**src/rtl/hv_mem_pkg.sv**
```systemverilog
`default_nettype none
// ============================================================================
// Module   : hv_mem_pkg
// Purpose  : Shared constants and types for the hypervector RAM read path.
// Revision : 1.0 - initial release
// ============================================================================
package hv_mem_pkg;

  localparam int HV_ADDR_W = 21;
  localparam int HV_DATA_W = 32;
  localparam int HV_LEN_W  = 12;

  typedef enum logic [1:0] {
    IDLE   = 2'd0,
    FETCH  = 2'd1,
    DRAIN  = 2'd2,
    FINISH = 2'd3
  } fetch_state_t;

  typedef struct packed {
    logic                 last;
    logic [HV_DATA_W-1:0] data;
  } fifo_entry_t;

endpackage
`default_nettype wire

```
**src/rtl/hv_sync_fifo.sv**
```systemverilog
`default_nettype none
// ============================================================================
// Module   : hv_sync_fifo
// Purpose  : Small synchronous FIFO with occupancy count (DEPTH power of two).
// Revision : 1.0 - initial release
// ============================================================================
module hv_sync_fifo #(
  parameter int DEPTH = 4,
  parameter int WIDTH = 33
) (
  input  logic                     clk,
  input  logic                     reset,
  input  logic                     push,
  input  logic [WIDTH-1:0]         push_data,
  input  logic                     pop,
  output logic [WIDTH-1:0]         head_data,
  output logic [$clog2(DEPTH):0]   count,
  output logic                     full,
  output logic                     empty
);

  localparam int PTR_W = $clog2(DEPTH);

  logic [WIDTH-1:0]   r_mem [DEPTH];
  logic [PTR_W-1:0]   r_wr_ptr;
  logic [PTR_W-1:0]   r_rd_ptr;
  logic [PTR_W:0]     r_count;
  logic               w_do_push;
  logic               w_do_pop;

  assign empty     = (r_count == '0);
  assign full      = (r_count == (PTR_W+1)'(DEPTH));
  assign count     = r_count;
  assign head_data = r_mem[r_rd_ptr];

  // A push into a full FIFO is legal only alongside a pop of the head.
  assign w_do_pop  = pop & ~empty;
  assign w_do_push = push & (~full | w_do_pop);

  always_ff @(posedge clk or posedge reset) begin
    if (reset) begin
      r_mem    <= '{default: '0};
      r_wr_ptr <= '0;
      r_rd_ptr <= '0;
      r_count  <= '0;
    end else begin
      if (w_do_push) begin
        r_mem[r_wr_ptr] <= push_data;
        r_wr_ptr        <= r_wr_ptr + PTR_W'(1);
      end
      if (w_do_pop) begin
        r_rd_ptr <= r_rd_ptr + PTR_W'(1);
      end
      case ({w_do_push, w_do_pop})
        2'b10:   r_count <= r_count + (PTR_W+1)'(1);
        2'b01:   r_count <= r_count - (PTR_W+1)'(1);
        default: r_count <= r_count;
      endcase
    end
  end

endmodule
`default_nettype wire

```
**src/rtl/hv_word_fetcher.sv**
```systemverilog
`default_nettype none
// ============================================================================
// Module   : hv_word_fetcher
// Purpose  : Streams a run of consecutive hypervector RAM words to a
//            valid/ready consumer, absorbing the one-cycle RAM latency.
// Revision : 1.0 - initial release
// ============================================================================
module hv_word_fetcher
  import hv_mem_pkg::*;
#(
  parameter int ADDR_W     = HV_ADDR_W,
  parameter int DATA_W     = HV_DATA_W,
  parameter int LEN_W      = HV_LEN_W,
  parameter int FIFO_DEPTH = 4
) (
  input  logic              clk,
  input  logic              reset,
  input  logic              start,
  input  logic [ADDR_W-1:0] base_addr,
  input  logic [LEN_W-1:0]  num_words,
  output logic              busy,
  output logic              done,
  output logic [ADDR_W-1:0] raddress,
  input  logic [DATA_W-1:0] rdata,
  output logic              m_valid,
  input  logic              m_ready,
  output logic [DATA_W-1:0] m_data,
  output logic              m_last
);

  localparam int CNT_W = $clog2(FIFO_DEPTH) + 1;

  fetch_state_t      r_state;
  fetch_state_t      w_state_next;
  logic [ADDR_W-1:0] r_base;
  logic [ADDR_W-1:0] r_raddress;
  logic [ADDR_W-1:0] w_issue_addr;
  logic [LEN_W-1:0]  r_num;
  logic [LEN_W-1:0]  r_issue_idx;
  logic [1:0]        r_cap_valid;
  logic [1:0]        r_cap_last;
  logic              w_issue;
  logic              w_issue_last;
  logic              w_accept;
  logic              w_credit_ok;
  logic              w_pop;
  logic [CNT_W-1:0]  w_fifo_count;
  logic [CNT_W:0]    w_used;
  logic              w_fifo_full;
  logic              w_fifo_empty;
  logic [DATA_W:0]   w_head;

  // Credit counts buffered words plus both latency stages; a same-cycle pop earns nothing.
  assign w_used      = {1'b0, w_fifo_count} + (CNT_W+1)'(r_cap_valid[0]) + (CNT_W+1)'(r_cap_valid[1]);
  assign w_credit_ok = ~w_fifo_full & (w_used < (CNT_W+1)'(FIFO_DEPTH));
  assign w_pop       = m_valid & m_ready;

  always_ff @(posedge clk or posedge reset) begin
    if (reset) r_state <= IDLE;
    else       r_state <= w_state_next;
  end

  always_comb begin
    w_state_next = r_state;
    w_accept     = 1'b0;
    w_issue      = 1'b0;
    w_issue_addr = r_base + ADDR_W'(r_issue_idx);
    w_issue_last = (r_issue_idx == r_num - LEN_W'(1));
    busy         = 1'b1;
    done         = 1'b0;
    case (r_state)
      IDLE: begin
        busy = 1'b0;
        if (start) begin
          w_accept = 1'b1;
          if (num_words == '0) begin
            w_state_next = FINISH;
          end else begin
            w_issue      = 1'b1;
            w_issue_addr = base_addr;
            w_issue_last = (num_words == LEN_W'(1));
            w_state_next = w_issue_last ? DRAIN : FETCH;
          end
        end
      end
      FETCH: begin
        if (w_credit_ok) begin
          w_issue = 1'b1;
          if (w_issue_last) w_state_next = DRAIN;
        end
      end
      DRAIN: begin
        if (w_pop && m_last) w_state_next = FINISH;
      end
      FINISH: begin
        done         = 1'b1;
        w_state_next = IDLE;
      end
      default: w_state_next = IDLE;
    endcase
  end

  always_ff @(posedge clk or posedge reset) begin
    if (reset) begin
      r_base      <= '0;
      r_num       <= '0;
      r_issue_idx <= '0;
      r_raddress  <= '0;
      r_cap_valid <= '0;
      r_cap_last  <= '0;
    end else begin
      if (w_accept) begin
        r_base      <= base_addr;
        r_num       <= num_words;
        r_issue_idx <= w_issue ? LEN_W'(1) : '0;
      end else if (w_issue) begin
        r_issue_idx <= r_issue_idx + LEN_W'(1);
      end
      if (w_issue) r_raddress <= w_issue_addr;
      // Stage 0 tracks the address register, stage 1 the RAM output register.
      r_cap_valid <= {r_cap_valid[0], w_issue};
      r_cap_last  <= {r_cap_last[0], w_issue & w_issue_last};
    end
  end

  hv_sync_fifo #(
    .DEPTH (FIFO_DEPTH),
    .WIDTH (DATA_W + 1)
  ) u_fifo (
    .clk       (clk),
    .reset     (reset),
    .push      (r_cap_valid[1]),
    .push_data ({r_cap_last[1], rdata}),
    .pop       (w_pop),
    .head_data (w_head),
    .count     (w_fifo_count),
    .full      (w_fifo_full),
    .empty     (w_fifo_empty)
  );

  assign raddress = r_raddress;
  assign m_valid  = ~w_fifo_empty;
  assign m_data   = w_head[DATA_W-1:0];
  assign m_last   = w_head[DATA_W] & m_valid;

endmodule
`default_nettype wire

```
**config.mk**
```make
export PLATFORM = sky130hd
export DESIGN_NAME = hv_word_fetcher
export DESIGN_NICKNAME = d
export VERILOG_FILES = /design/src/rtl/hv_mem_pkg.sv /design/src/rtl/hv_sync_fifo.sv /design/src/rtl/hv_word_fetcher.sv
export SDC_FILE = /design/constraint.sdc
export NUM_CORES = 1
export LEC_CHECK = 0
export ABC_AREA = 1
export CORE_ASPECT_RATIO = 2
export CORE_MARGIN = 2
export CORE_UTILIZATION = 62
export DETAILED_ROUTE_END_ITERATION = 16
export PLACE_DENSITY = 0.95
export SYNTH_ARGS = -nofsm -noshare
export SYNTH_HDL_FRONTEND = slang
export SYNTH_HIERARCHICAL = 1
export SYNTH_SLANG_ARGS = --single-unit
export TNS_END_PERCENT = 50
```
**constraint.sdc**
```tcl
create_clock -name clk -period 14.02 [get_ports clk]
set_clock_uncertainty 0.1 [all_clocks]
set_input_delay 2.804 -clock clk [delete_from_list [all_inputs] [get_ports clk]]
set_output_delay 2.804 -clock clk [all_outputs]
set_load 0.02 [all_outputs]
```
Word level (Yosys, flattened, before mapping)
Index checks and enable logic that the tools add are counted.
- add/sub/neg operators: 9
- multiply operators: 0
- divide/modulo/power cells: 0
- $lt $le $gt $ge: 4
- eq/ne operators: 12
- shift-type cells: 0
- multiplexer cells: 31
- bitwise operators: 11
- reduce and logical (&&, ||, !) cells: 8
- operators with widths (operator ; number):
    bitwise mux 132 bit ; 1
    2-to-1 mux 33 bit ; 3
    binary-select mux 33 bit (select 2 bit) ; 1
    demux 33 bit (select 2 bit) ; 1
    2-to-1 mux 21 bit ; 3
    2-to-1 mux 12 bit ; 2
    adder 21 x 12 -> 21 bit ; 1
    adder 12 x 1 -> 12 bit, second input constant ; 1
    == test 12 x 1 -> 1 bit, second input constant ; 1
    == test 12 bit ; 1
    zero test 12 bit ; 1
    2-to-1 mux 2 bit ; 6
    subtractor 12 x 1 -> 12 bit, second input constant ; 1
    2-to-1 mux 1 bit ; 11
    inequality test 2 bit, second input constant ; 4
    one-hot mux 2 bit (4 select lines) ; 1
    AND 1 bit ; 6
    == test 2 bit, second input constant ; 3
    >= comparator 3 bit, second input constant ; 2
    NOT 2 -> 3 bit ; 2
    one-hot mux 3 bit (2 select lines) ; 1
    adder 2 x 1 -> 2 bit, second input constant ; 2
    adder 3 x 1 -> 4 bit ; 1
    adder 4 x 1 -> 4 bit ; 1
    other kinds (14) ; 18
- flip-flop bits (word level): 211
- bits in latches: 0
- memory bits (writable): 0
- bits in read-only memories: 0
- output and inout bits: 57
- memories kept: 0

Longest topological paths before layout
Gate-level depths: netlist of run 1.
- depth in word-level cells: 8
- gate-level depth with buffers: 18
- mapped depth without buffers: 16

Hierarchy
The synthesis of run 1 kept the hierarchy.
- modules (own cells, without submodules) (module ; times used ; cells an instance ; area each (µm²)):
    hv_sync_fifo ; 1 ; 825 ; 6756.5
    hv_word_fetcher ; 1 ; 643 ; 4608.2

Least setup slack after synthesis of run 1
No wires, ideal clock.
- path kind: input to register
- start point: input m_ready
- end point: register u_fifo.r_count[2], in the netlist u_fifo/count[2]
- arrival time: 4.299 ns
- required time: 13.797 ns
- path slack: 9.498 ns
- cell stages on the path: 13
- path buffers: 2
- path through: nand2_1 > inv_1 > inv_1 > nand3_2 > buf_6 > buf_6 > nand2_1 > ha_1 > inv_1 > fa_1 > nand2_1 > nand3b_1 > xor2_1
- cells in the longest elaborated chain, start to end: 6
- elaborated cells on any way between the ends: 8
- classes of those cells: eq/ne (2); mux (1); bitwise (4); reduce/logical (1)
- ends and longest elaborated chain (element ; RTL line ; text):
    start: declaration ; hv_word_fetcher.sv:26 ; input logic m_ready,
    AND 1 bit * ; hv_word_fetcher.sv:56 ; assign w_pop = m_valid & m_ready;
    named net w_pop ; hv_word_fetcher.sv:46 ; logic w_pop;
    AND 1 bit * ; hv_sync_fifo.sv:37 ; assign w_do_pop = pop & ~empty;
    OR 1 bit ; hv_sync_fifo.sv:38 ; assign w_do_push = push & (~full | w_do_pop);
    AND 1 bit ; hv_sync_fifo.sv:38 ;
    == test 2 x 1 -> 1 bit or == test 2 bit (tied branches) ; hv_sync_fifo.sv:54 ; case ({w_do_push, w_do_pop})
    one-hot mux 3 bit (2 select lines) or nonzero test 2 bit (tied branches) ; n/a ;
    end signal: assignment ; hv_sync_fifo.sv:55 ; 2'b10: r_count <= r_count + (PTR_W+1)'(1);
    end signal: assignment ; hv_sync_fifo.sv:56 ; 2'b01: r_count <= r_count - (PTR_W+1)'(1);
    end signal: assignment ; hv_sync_fifo.sv:57 ; default: r_count <= r_count;
    end: declaration ; hv_sync_fifo.sv:27 ; logic [PTR_W:0] r_count;
Mark *: on every way through the listed nets, which the timed path passes. The rest lies on a longest branch.
A chain may end at the register's enable or synchronous reset.

Final worst setup path of run 1
- start point: input start
- end point: register r_issue_idx[0]
- cells in the longest elaborated chain, start to end: 4
- elaborated cells on any way between the ends: 7
- classes of those cells: mux (6); reduce/logical (1)
- ends and longest elaborated chain (element ; RTL line ; text):
    start: declaration ; hv_word_fetcher.sv:18 ; input logic start,
    2-to-1 mux 1 bit ; hv_word_fetcher.sv:74 ; if (start) begin
    one-hot mux 1 bit (2 select lines) ; hv_word_fetcher.sv:71 ; case (r_state)
    2-to-1 mux 1 bit ; hv_word_fetcher.sv:115 ; r_issue_idx <= w_issue ? LEN_W'(1) : '0;
    2-to-1 mux 12 bit ; hv_word_fetcher.sv:112 ; if (w_accept) begin
    end signal: assignment ; hv_word_fetcher.sv:115 ;
    end signal: assignment ; hv_word_fetcher.sv:117 ; r_issue_idx <= r_issue_idx + LEN_W'(1);
    end: declaration ; hv_word_fetcher.sv:39 ; logic [LEN_W-1:0] r_issue_idx;
Several ways; a longest one is shown, not always the timed one.

==> summary.md, run 1 <==
| Metric | Value |
|---|---|
| Layout area overhead | `15.6%` |
| GRT Util Overall | `0.330` |
| Most frequent cell after synthesis | `nand2_1` |
| Crit Path Class | `input pin to flop` |
| Status | `finished, final reports clean` |
| Max cap viols | `0` |
| Yosys top cell by area | `dfrtp_1` |
| Final Wtd Congestion | `0.929` |
| Post-synth ARST share | `1.00` |
| Post-CTS Resized | `0` |
| Final worst slack | `7.80 ns` |
| Die height | `195 microns` |
| Worst-margin pin slew | `0.990 ns` |
| Clock buffer depth | `3` |
| Post-synth EDFFs | `0` |
| Yosys warnings | `6` |
| Final standard cell area without fillers | `0.0131 sq mm` |
| Share of the synthesized area in the top cell type | `0.465` |
| Largest net degree at the start of global routing | `95` |
| Sequential-to-total area share from yosys stat | `0.465` |
| Drt wl/cell | `18.5 microns` |
| First-pass GRT wire length | `52100 microns` |
| Worst min path class | `flop to flop` |
| Final ANT Viol Nets | `0` |
| Dpl hpwl | `20600 microns` |
| Dominant synthesized flop cell | `dfrtp_1` |
| Fin nets | `1625` |
| Via/cell ratio | `6.30` |
| Clock Sink Count | `211` |
| Initial core utilization | `0.627` |
| Pre-CTS worst setup slack | `7.38 ns` |
| Final hold vios | `0` |
| Fin crit share | `0.444` |
| Distinct cells, synth | `41` |
| Vias | `11100` |
| Flops & latches, synth | `211` |
| Critical Path End Type | `flop` |
| Crit-path max FO | `55` |
| Top cells by area, synth | `dfrtp_1 (46%), nand2_1 (16%), nand4_1 (7.9%)` |
| Worst Path Required | `14.31 ns` |
| TritonRoute pass-1 iters | `6` |
| Fmax | `0.161 GHz` |
| Max IR drop VDD | `0.000187 V` |
| Root buf cell | `clkbuf_16` |
| Slew Viols, Final | `0` |
| Fin crit period | `6.22 ns` |
| Share of layout cells above drive strength 1 | `0.0499` |
| Clock Latency Late Sink | `0.50 ns` |
| CORE AREA | `0.0181 sq mm` |
| Num ports | `126` |
| Drt total wl | `32600 microns` |
| Post-CTS Repair Setup Buffers | `0` |
| Die area | `0.0195 sq mm` |
| Power Density | `245 mW/mm^2` |
| Cts hold-fix bufs | `0` |
| GRT overflow | `0` |
| Post-Syn Nets | `1563` |
| Antenna violations before repair | `0` |
| Antenna diode count | `0` |
| Critical Path Source Type | `input pin` |
| Worst Path Arrival | `6.51 ns` |
| Residual DRC | `0` |
| RSZ-0062 raised after global routing | `no` |
| Leakage | `6.46 nW` |
| Final Setup Violations | `0` |
| Worst-path clk slew | `0.07 ns` |
| Placed Area | `0.0125 sq mm` |
| Vias in the first global route | `10900` |
| Rows | `70` |
| PortBufs | `125` |
| Worst slew margin | `0.340` |
| Post-synth top cells | `nand2_1 (478), dfrtp_1 (211), nand4_1 (143)` |
| DRT iter0 DRCs | `901` |
| Post-route setup TNS | `0 ns` |
| Syn_area_per_cell | `7.74 sq um` |
| Synth Instances | `1468` |
| Die W | `99.7 microns` |
| CTS Buf Count | `19` |
| Synth Cell Area | `0.0114 sq mm` |
| H-tree levels | `1` |
| CTS tree | `done` |
==> worst max-delay path, stage by stage <==
cell and delay (ns):
clkdlybuf4s50_1 0.43, nand2_2 0.71, inv_2 0.45, nand2_1 0.84, nand2_2 0.46, inv_2 0.50, a21oi_1 0.08, a21oi_1 0.16
inv_1 0.05
==> layout by cell type (no fill, tap or decap), drive strengths merged, types with 2 or more instances in the layout <==
cell type      netlist  routed
o211ai               6       6
nor3                14      14
xor2                14      14
clkbuf              35      26
fa                   2       2
a31o                 2       2
nand4              143     143
a21oi               24      24
nand2              485     485
nor4                 2       2
clkinv               0       4
nor2               114     114
xnor2                7       7
inv                 92      93
dfrtp              211     211
or2                  2       2
o22ai               37      37
nand3b               4       4
buf                 58       9
nand3               58      58
ha                  24      24
o21ai              122     122
o31ai                4       4
clkdlybuf4s50        0     125
==> worst paths after layout <==
path	start	endpoint	slack, ns	depth (start not counted)
max reg2reg	r_state[0]	r_issue_idx[0]	9.77	10
min	r_cap_valid[0]	r_cap_valid[1]	0.28	0
max	start	r_issue_idx[0]	7.80	9
min in group asynchronous	reset	u_fifo/r_mem[19]	2.84	2
min reg2reg	r_cap_valid[0]	r_cap_valid[1]	0.28	0
max in group asynchronous	reset	u_fifo/r_rd_ptr[0]	9.63	3
==> metrics by stage <==
| stage | total power [mW] | std cells | hold slack (ns) | utilization |
|---|---|---|---|---|
| after global placement | 2.60 | 1725 | 0.258 | 0.692 |
| after floorplan | 2.11 | 1468 | 0.231 | - |
| after detailed placement | 2.67 | 1725 | 0.258 | 0.692 |
| final | 3.22 | 1758 | 0.279 | 0.725 |
| after global routing | 3.43 | 1758 | 0.298 | 0.725 |
| after CTS | 3.20 | 1758 | 0.279 | 0.725 |
==> final cells by class <==
cell class | instances | area (sq um)
clock inverter | 7 | 70.1
sequential | 211 | 5290
tap | 216 | 270
clock buffer | 26 | 532
multi-input combinational | 1072 | 5320
timing repair buffer | 134 | 1320
fill | 1377 | 4990
inverter | 92 | 348
==> registers in the layout, summed over array words and instances, names as in the netlist <==
name / count
u_fifo/count: 3
r_base: 21
r_state: 2
r_issue_idx: 12
raddress: 21
u_fifo/r_mem: 132
u_fifo/r_wr_ptr: 2
r_cap_last: 2
r_cap_valid: 2
u_fifo/r_rd_ptr: 2
r_num: 12
==> power by group <==
part | total, mW | switching, mW | internal [mW] | leakage [nW]
clock network | 0.516 | 0.230 | 0.286 | 0.296
registers | 1.08 | 0.203 | 0.874 | 2.65
logic | 1.63 | 1.05 | 0.584 | 3.51
total | 3.22 | 1.48 | 1.74 | 6.46
==> per-layer routing <==
metal | vias up | GRT usage | wire length (microns)
li1 | 5050 | - | -
met4 | 0 | 0.189 | 1730
met5 | - | 0 | 0
met2 | 657 | 0.591 | 17400
met1 | 5224 | 0.370 | 10900
met3 | 146 | 0.0401 | 2600
==> logic make-up (layout without fill, tap and decap cells) <==
| kind of cell | count (synthesis) | in the layout | synth area share |
|---|---|---|---|
| simple gates | 823 | 823 | 0.321 |
| flops | 211 | 211 | 0.465 |
| compound gates | 202 | 202 | 0.0983 |
| buf+inv | 185 | 259 | 0.0704 |
| fa+ha+maj | 26 | 26 | 0.0299 |
| xor+xnor | 21 | 21 | 0.0162 |
No activity file was read; power rests on OpenSTA's default activity.
==> run 2, diff against run 1 <==
- CORE_UTILIZATION: 62 -> 57
- PLACE_DENSITY: 0.95 -> 0.92
- clock period: 14.02 -> 6.3 ns (I/O delays scaled with it)
==> run 2 against run 1 <==
Utilization is 5.1 points lower. First-iteration DRC count decreased by 38%. Die area increased by 8.5%. Non-clock buffer count grew 4. Routed wire length grew 2.3%.
==> summary.md, run 2 (synthesized netlist as in run 1, its figures left out) <==
| Metric | Value |
|---|---|
| RSZ-0062 raised after global routing | `no` |
| Hold slack | `0.270 ns (-0.00910 ns)` |
| Die W | `104 microns (+4.1%)` |
| Final core utilization | `0.674 (-0.0510)` |
| CP cell instances | `buf_4 -> o21ai_0 -> o22ai_1 -> inv_1 -> nor2_1 -> clkdlybuf4s50_1` |
| CORE AREA | `0.0197 sq mm (+8.8%)` |
| Slowest Stage Delay on Critical Path | `0.61 ns (-0.23 ns)` |
| Worst Path Arrival | `2.81 ns (-3.70 ns)` |
| H-tree levels | `1 (unchanged)` |
| Status | `finished, final reports clean` |
| Root buf cell | `clkbuf_16` |
| Clock Sink Count | `211 (unchanged)` |
| Worst-path clk slew | `0.07 ns (about the same)` |
| Cts hold-fix bufs | `0 (unchanged)` |
| Final Wtd Congestion | `1.01 (+9.1%)` |
| Final standard cell area without fillers | `0.0133 sq mm (+1.2%)` |
| Crit-path leading delay family | `buffers and inverters` |
| Critical path depth | `6 (-3)` |
| Dpl hpwl | `21800 microns (+6.0%)` |
| Clock Latency Late Sink | `0.49 ns (about the same)` |
| Placed instance count | `1775 (+2.9%)` |
| TritonRoute pass-1 iters | `5 (-1)` |
| First-pass GRT wire length | `54000 microns (+3.6%)` |
| Critical Path End Type | `output pin` |
| Max reg flops | `132 (unchanged)` |
| Initial core utilization | `0.576 (-0.0508)` |
| Largest net degree at the start of global routing | `84 (-12%)` |
| Drt total wl | `33300 microns (+2.3%)` |
| CP Buf/Inv Count | `3 (-1)` |
| GRT Util Overall | `0.315 (-0.0149)` |
| Rows | `73 (+4.3%)` |
| Pre-CTS worst setup slack | `2.10 ns (-5.27 ns)` |
| Residual DRC | `0 (unchanged)` |
| Fmax | `0.240 GHz` |
| Final hold vios | `0 (unchanged)` |
| Clock buffer depth | `3 (unchanged)` |
| Final worst slack | `2.13 ns (-5.67 ns)` |
| Via/cell ratio | `6.04 (-4.2%)` |
| Post-CTS Repair Setup Buffers | `0 (unchanged)` |
| Critical Path Source Type | `flop` |
| Critical-path top delay cell | `clkdlybuf4s50_1` |
| Antenna violations before repair | `0 (unchanged)` |
| Worst-case reg-to-reg path depth | `12 (+2)` |
| Drt wl/cell | `18.4 microns (-0.73%)` |
| Non-filler cells, final | `1811 (+3.0%)` |
| Most frequent cells in the layout | `nand2_1 (478), dfrtp_1 (209), nand4_1 (143), clkdlybuf4s50_1 (125), o21ai_0 (120)` |
| R2R Path Start | `r_state[0]` |
| Vias in the first global route | `11100 (+1.5%)` |
| Crit-path max FO | `67 (+22%)` |
| Vias | `10900 (-1.3%)` |
| Max cap viols | `0 (unchanged)` |
| R2r setup slk | `2.99 ns (-6.78 ns)` |
| PortBufs | `125 (unchanged)` |
| Worst slew margin | `0.356 (+0.0161)` |
| Antenna diode count | `0 (unchanged)` |
| Total Power | `7.27 mW (+130%)` |
| Post-CTS Resized | `0 (unchanged)` |
| Worst Path Required | `4.94 ns (-9.37 ns)` |
| Worst min path class | `flop to flop` |
| Leakage | `6.51 nW (+0.81%)` |
| Crit Path Class | `flop to output pin` |
| Die height | `204 microns (+4.2%)` |
| GRT overflow | `0 (unchanged)` |
| Placed Area | `0.0126 sq mm (+0.70%)` |
| Worst-margin pin slew | `0.965 ns (-0.0253 ns)` |
| Final ANT Viol Nets | `0 (unchanged)` |
| Final Setup Violations | `0 (unchanged)` |
| CTS tree | `done` |
| Fin crit period | `4.17 ns` |
| Fin nets | `1630 (+0.31%)` |
| Commonest non-fill, non-tap cell in the layout | `nand2_1` |
| Share of layout cells above drive strength 1 | `0.0549 (+0.00494)` |
| Critical path endpoint | `m_last` |
| Power Density | `547 mW/mm^2 (+120%)` |
| Layout area overhead | `17.0%` |
| Slew Viols, Final | `0 (unchanged)` |
| DRT iter0 DRCs | `558 (-38%)` |
| CTS Buf Count | `20 (+1)` |
| Num ports | `126 (unchanged)` |
| Max IR drop VDD | `0.000425 V (+130%)` |
| Post-route setup TNS | `0 ns (unchanged)` |
| Die area | `0.0212 sq mm (+8.5%)` |
| Reg-to-reg endpoint | `r_issue_idx[0]` |
| Fin crit share | `0.662` |
| Crit path from | `u_fifo/r_rd_ptr[0]` |
| Biggest register | `u_fifo/r_mem` |
## run 2: cell count changes in the layout (fill, tap and decap cells not counted), moves of 2 or more
cell / before / now
buf_4: 9 / 13
clkinv_4: 0 / 2
clkbuf_16: 19 / 21
inv_6: 2 / 0
## run 2: worst min path at each step
stage	slack (ns)	cells past startpoint	start	endpoint
4_1_cts	0.27	0	r_cap_last[0]	r_cap_last[1]
5_1_grt	0.27	0	r_cap_last[0]	r_cap_last[1]
2_1_floorplan	0.23	0	r_cap_last[0]	r_cap_last[1]
3_5_place_dp	0.26	0	r_cap_last[0]	r_cap_last[1]
3_3_place_gp	0.24	0	r_cap_last[0]	r_cap_last[1]
6_report	0.27	0	r_cap_last[0]	r_cap_last[1]
## run 2: where the power goes
group / total [mW] / internal (mW) / switching (mW) / leakage [nW]
logic: 3.64 / 1.31 / 2.33 / 3.53
clock network: 1.22 / 0.701 / 0.519 / 0.329
registers: 2.41 / 1.95 / 0.466 / 2.65
## run 2: area by class of cell
type | count | area (sq um)
timing repair buffer | 138 | 1350
fill | 1590 | 6440
inverter | 92 | 348
sequential | 211 | 5290
tap | 262 | 328
multi-input combinational | 1072 | 5320
clock buffer | 28 | 592
clock inverter | 8 | 75.1
## run 2: per-layer routing
| layer | up-vias | GRT usage | routed length, microns |
|---|---|---|---|
| met5 | - | 0 | 0 |
| met4 | 0 | 0.232 | 2370 |
| li1 | 5052 | - | - |
| met3 | 154 | 0.0316 | 2360 |
| met1 | 5117 | 0.333 | 11000 |
| met2 | 610 | 0.574 | 17600 |
==> run 3, diff against run 2 <==
- CORE_UTILIZATION: 57 -> 52
- PLACE_DENSITY: 0.92 -> 0.88
- clock period: 6.3 -> 3.6 ns (I/O delays scaled with it)
==> run 3 against run 2 <==
Critical path depth shrank 1. First-iteration DRC count rose by 58%. Global-route usage fell by 1.6 points. Sequential power up 73%. Largest power group unchanged. Highest routed layer unchanged.
==> summary.md, run 3 (synthesized netlist as in run 1, its figures left out) <==
| Metric | Value |
|---|---|
| Dpl hpwl | `22900 microns (+4.9%)` |
| DRT iter0 DRCs | `879 (+58%)` |
| Final hold vios | `0 (unchanged)` |
| Max IR drop VDD | `0.000643 V (+51%)` |
| First-pass GRT wire length | `54500 microns (+0.91%)` |
| Leakage | `6.66 nW (+2.2%)` |
| Antenna violations before repair | `1 (+1)` |
| Commonest non-fill, non-tap cell in the layout | `nand2_1` |
| Worst Path Arrival | `2.64 ns (-0.17 ns)` |
| Multi-input gate area | `0.00529 sq mm (-0.42%)` |
| GRT Util Overall | `0.299 (-0.0160)` |
| Storage element area | `0.00529 sq mm (unchanged)` |
| Critical-path top delay cell | `clkdlybuf4s50_1` |
| Post-route setup TNS | `0 ns (unchanged)` |
| Power Density | `972 mW/mm^2 (+78%)` |
| Rows | `76 (+4.1%)` |
| Vias in the first global route | `11300 (+1.9%)` |
| Vias | `11000 (+0.42%)` |
| Most frequent cells in the layout | `nand2_1 (478), dfrtp_1 (209), nand4_1 (143), clkdlybuf4s50_1 (125), o21ai_0 (120)` |
| Num ports | `126 (unchanged)` |
| TritonRoute pass-1 iters | `7 (+2)` |
| Fin crit period | `3.46 ns` |
| Final Setup Violations | `0 (unchanged)` |
| Drt wl/cell | `18.5 microns (+0.69%)` |
| Worst min path class | `flop to flop` |
| Initial core utilization | `0.529 (-0.0472)` |
| CP cell instances | `clkinv_1 -> buf_12 -> o21ai_0 -> o22ai_1 -> clkdlybuf4s50_1` |
| Via/cell ratio | `5.97 (-1.1%)` |
| RSZ-0062 raised after global routing | `no` |
| Status | `finished, final reports clean` |
| CORE AREA | `0.0215 sq mm (+8.9%)` |
| Worst-case reg-to-reg path depth | `12 (unchanged)` |
| Die height | `213 microns (+4.6%)` |
| Residual DRC | `0 (unchanged)` |
| GRT overflow | `0 (unchanged)` |
| Clock buffer depth | `3 (unchanged)` |
| Crit Path Class | `flop to output pin` |
| H-tree levels | `1 (unchanged)` |
| Clock Latency Late Sink | `0.50 ns (about the same)` |
| Fin crit share | `0.961` |
| Clock Sink Count | `211 (unchanged)` |
| Fmax | `0.289 GHz` |
| Worst-margin pin slew | `0.850 ns (-0.115 ns)` |
| Share of layout cells above drive strength 1 | `0.0595 (+0.00459)` |
| Final ANT Viol Nets | `0 (unchanged)` |
| Root buf cell | `clkbuf_16` |
| Crit-path leading delay family | `buffers and inverters` |
| Largest net degree at the start of global routing | `80 (-4.8%)` |
| Total Power | `13.2 mW (+82%)` |
| Worst-path clk slew | `0.07 ns (about the same)` |
| Final Wtd Congestion | `1.01 (-0.34%)` |
| Die area | `0.0231 sq mm (+9.3%)` |
| Layout area overhead | `19.4%` |
| Cts hold-fix bufs | `0 (unchanged)` |
| CP Buf/Inv Count | `3 (unchanged)` |
| Max reg flops | `132 (unchanged)` |
| Die W | `109 microns (+4.5%)` |
| Post-CTS Resized | `0 (unchanged)` |
| Worst Path Required | `2.78 ns (-2.16 ns)` |
| Critical Path End Type | `output pin` |
| Crit-path max FO | `56 (-16%)` |
| CTS Buf Count | `20 (unchanged)` |
| Fin nets | `1645 (+0.92%)` |
| Worst slew margin | `0.433 (+0.0772)` |
| Max cap viols | `0 (unchanged)` |
| PortBufs | `125 (unchanged)` |
| CTS tree | `done` |
| Drt total wl | `34100 microns (+2.2%)` |
| Layout fillers | `1820 (+14%)` |
| Biggest register | `u_fifo/r_mem` |
| Hold Path Depth | `0 (unchanged)` |
| Slowest Stage Delay on Critical Path | `0.69 ns (+0.08 ns)` |
| Final core utilization | `0.631 (-0.0422)` |
| Slew Viols, Final | `0 (unchanged)` |
| Post-CTS Repair Setup Buffers | `0 (unchanged)` |
| Critical Path Source Type | `flop` |
| Critical path depth | `5 (-1)` |
## run 3: cell types whose count changed in the layout (fill, tap and decap cells not counted), moves of 2 or more
cell	before	now
nand3_2	4	1
bufinv_16	1	6
nand3_1	52	55
buf_12	0	5
clkinv_2	4	1
ha_2	3	0
clkinv_4	2	0
buf_4	13	23
ha_1	21	24
## run 3: metal layers
| layer | GRT usage | part of all wire | up-vias |
|---|---|---|---|
| met5 | 0 | 0 | - |
| met4 | 0.197 | 0.067 | 0 |
| met3 | 0.0385 | 0.061 | 152 |
| met2 | 0.555 | 0.54 | 521 |
| met1 | 0.303 | 0.33 | 5233 |
| li1 | - | - | 5073 |
## run 3: final timing paths
kind / endpoint / slack, ns / from
setup / recovery: m_data[21] / 0.14 / u_fifo/r_rd_ptr[0]
hold / removal: r_cap_last[1] / 0.27 / r_cap_last[0]
setup reg to reg: u_fifo/r_mem[10] / 0.85 / u_fifo/count[2]
hold reg to reg: r_cap_last[1] / 0.27 / r_cap_last[0]
max in group asynchronous: r_base[18] / 2.03 / reset
min in group asynchronous: u_fifo/r_mem[96] / 0.62 / reset
## run 3: through the flow
stage          cells  cell area, sq um  hold slack, ns  setup WS [ns]
2_1_floorplan   1468             11400           0.231          0.955
3_3_place_gp    1801             12800           0.249          0.544
3_5_place_dp    1801             12800           0.256          0.504
4_1_cts         1837             13600           0.263          0.155
5_1_grt         1838             13600           0.272         0.0949
6_report        1838             13600           0.266          0.139
## run 3: power by group
group,switching [mW],internal (mW),total (mW)
combinational,4.16,2.36,6.52
sequential,0.769,3.41,4.17
clock,0.926,1.56,2.49
## run 3: layout make-up
| cell class | count | area share |
|---|---|---|
| antenna | 1 | 0.000184 |
| clock buffer | 28 | 0.0429 |
| clock inverter | 8 | 0.0143 |
| inverter | 92 | 0.0257 |
| multi-input combinational | 1072 | 0.390 |
| sequential | 211 | 0.389 |
| tap | 273 | 0.0252 |
| timing repair buffer | 153 | 0.112 |
## run 3: worst register-to-register path, stage by stage, from the launching register on
cell     delay [ns]
dfrtp_1        0.46
inv_1          0.12
nand2_1        0.11
inv_1          0.07
inv_1          0.09
nand2_1        0.06
inv_1          0.10
inv_1          0.08
nand3_4        0.12
buf_4          0.47
nand3_4        0.55
nand2_1        0.22
nand2_1        0.08
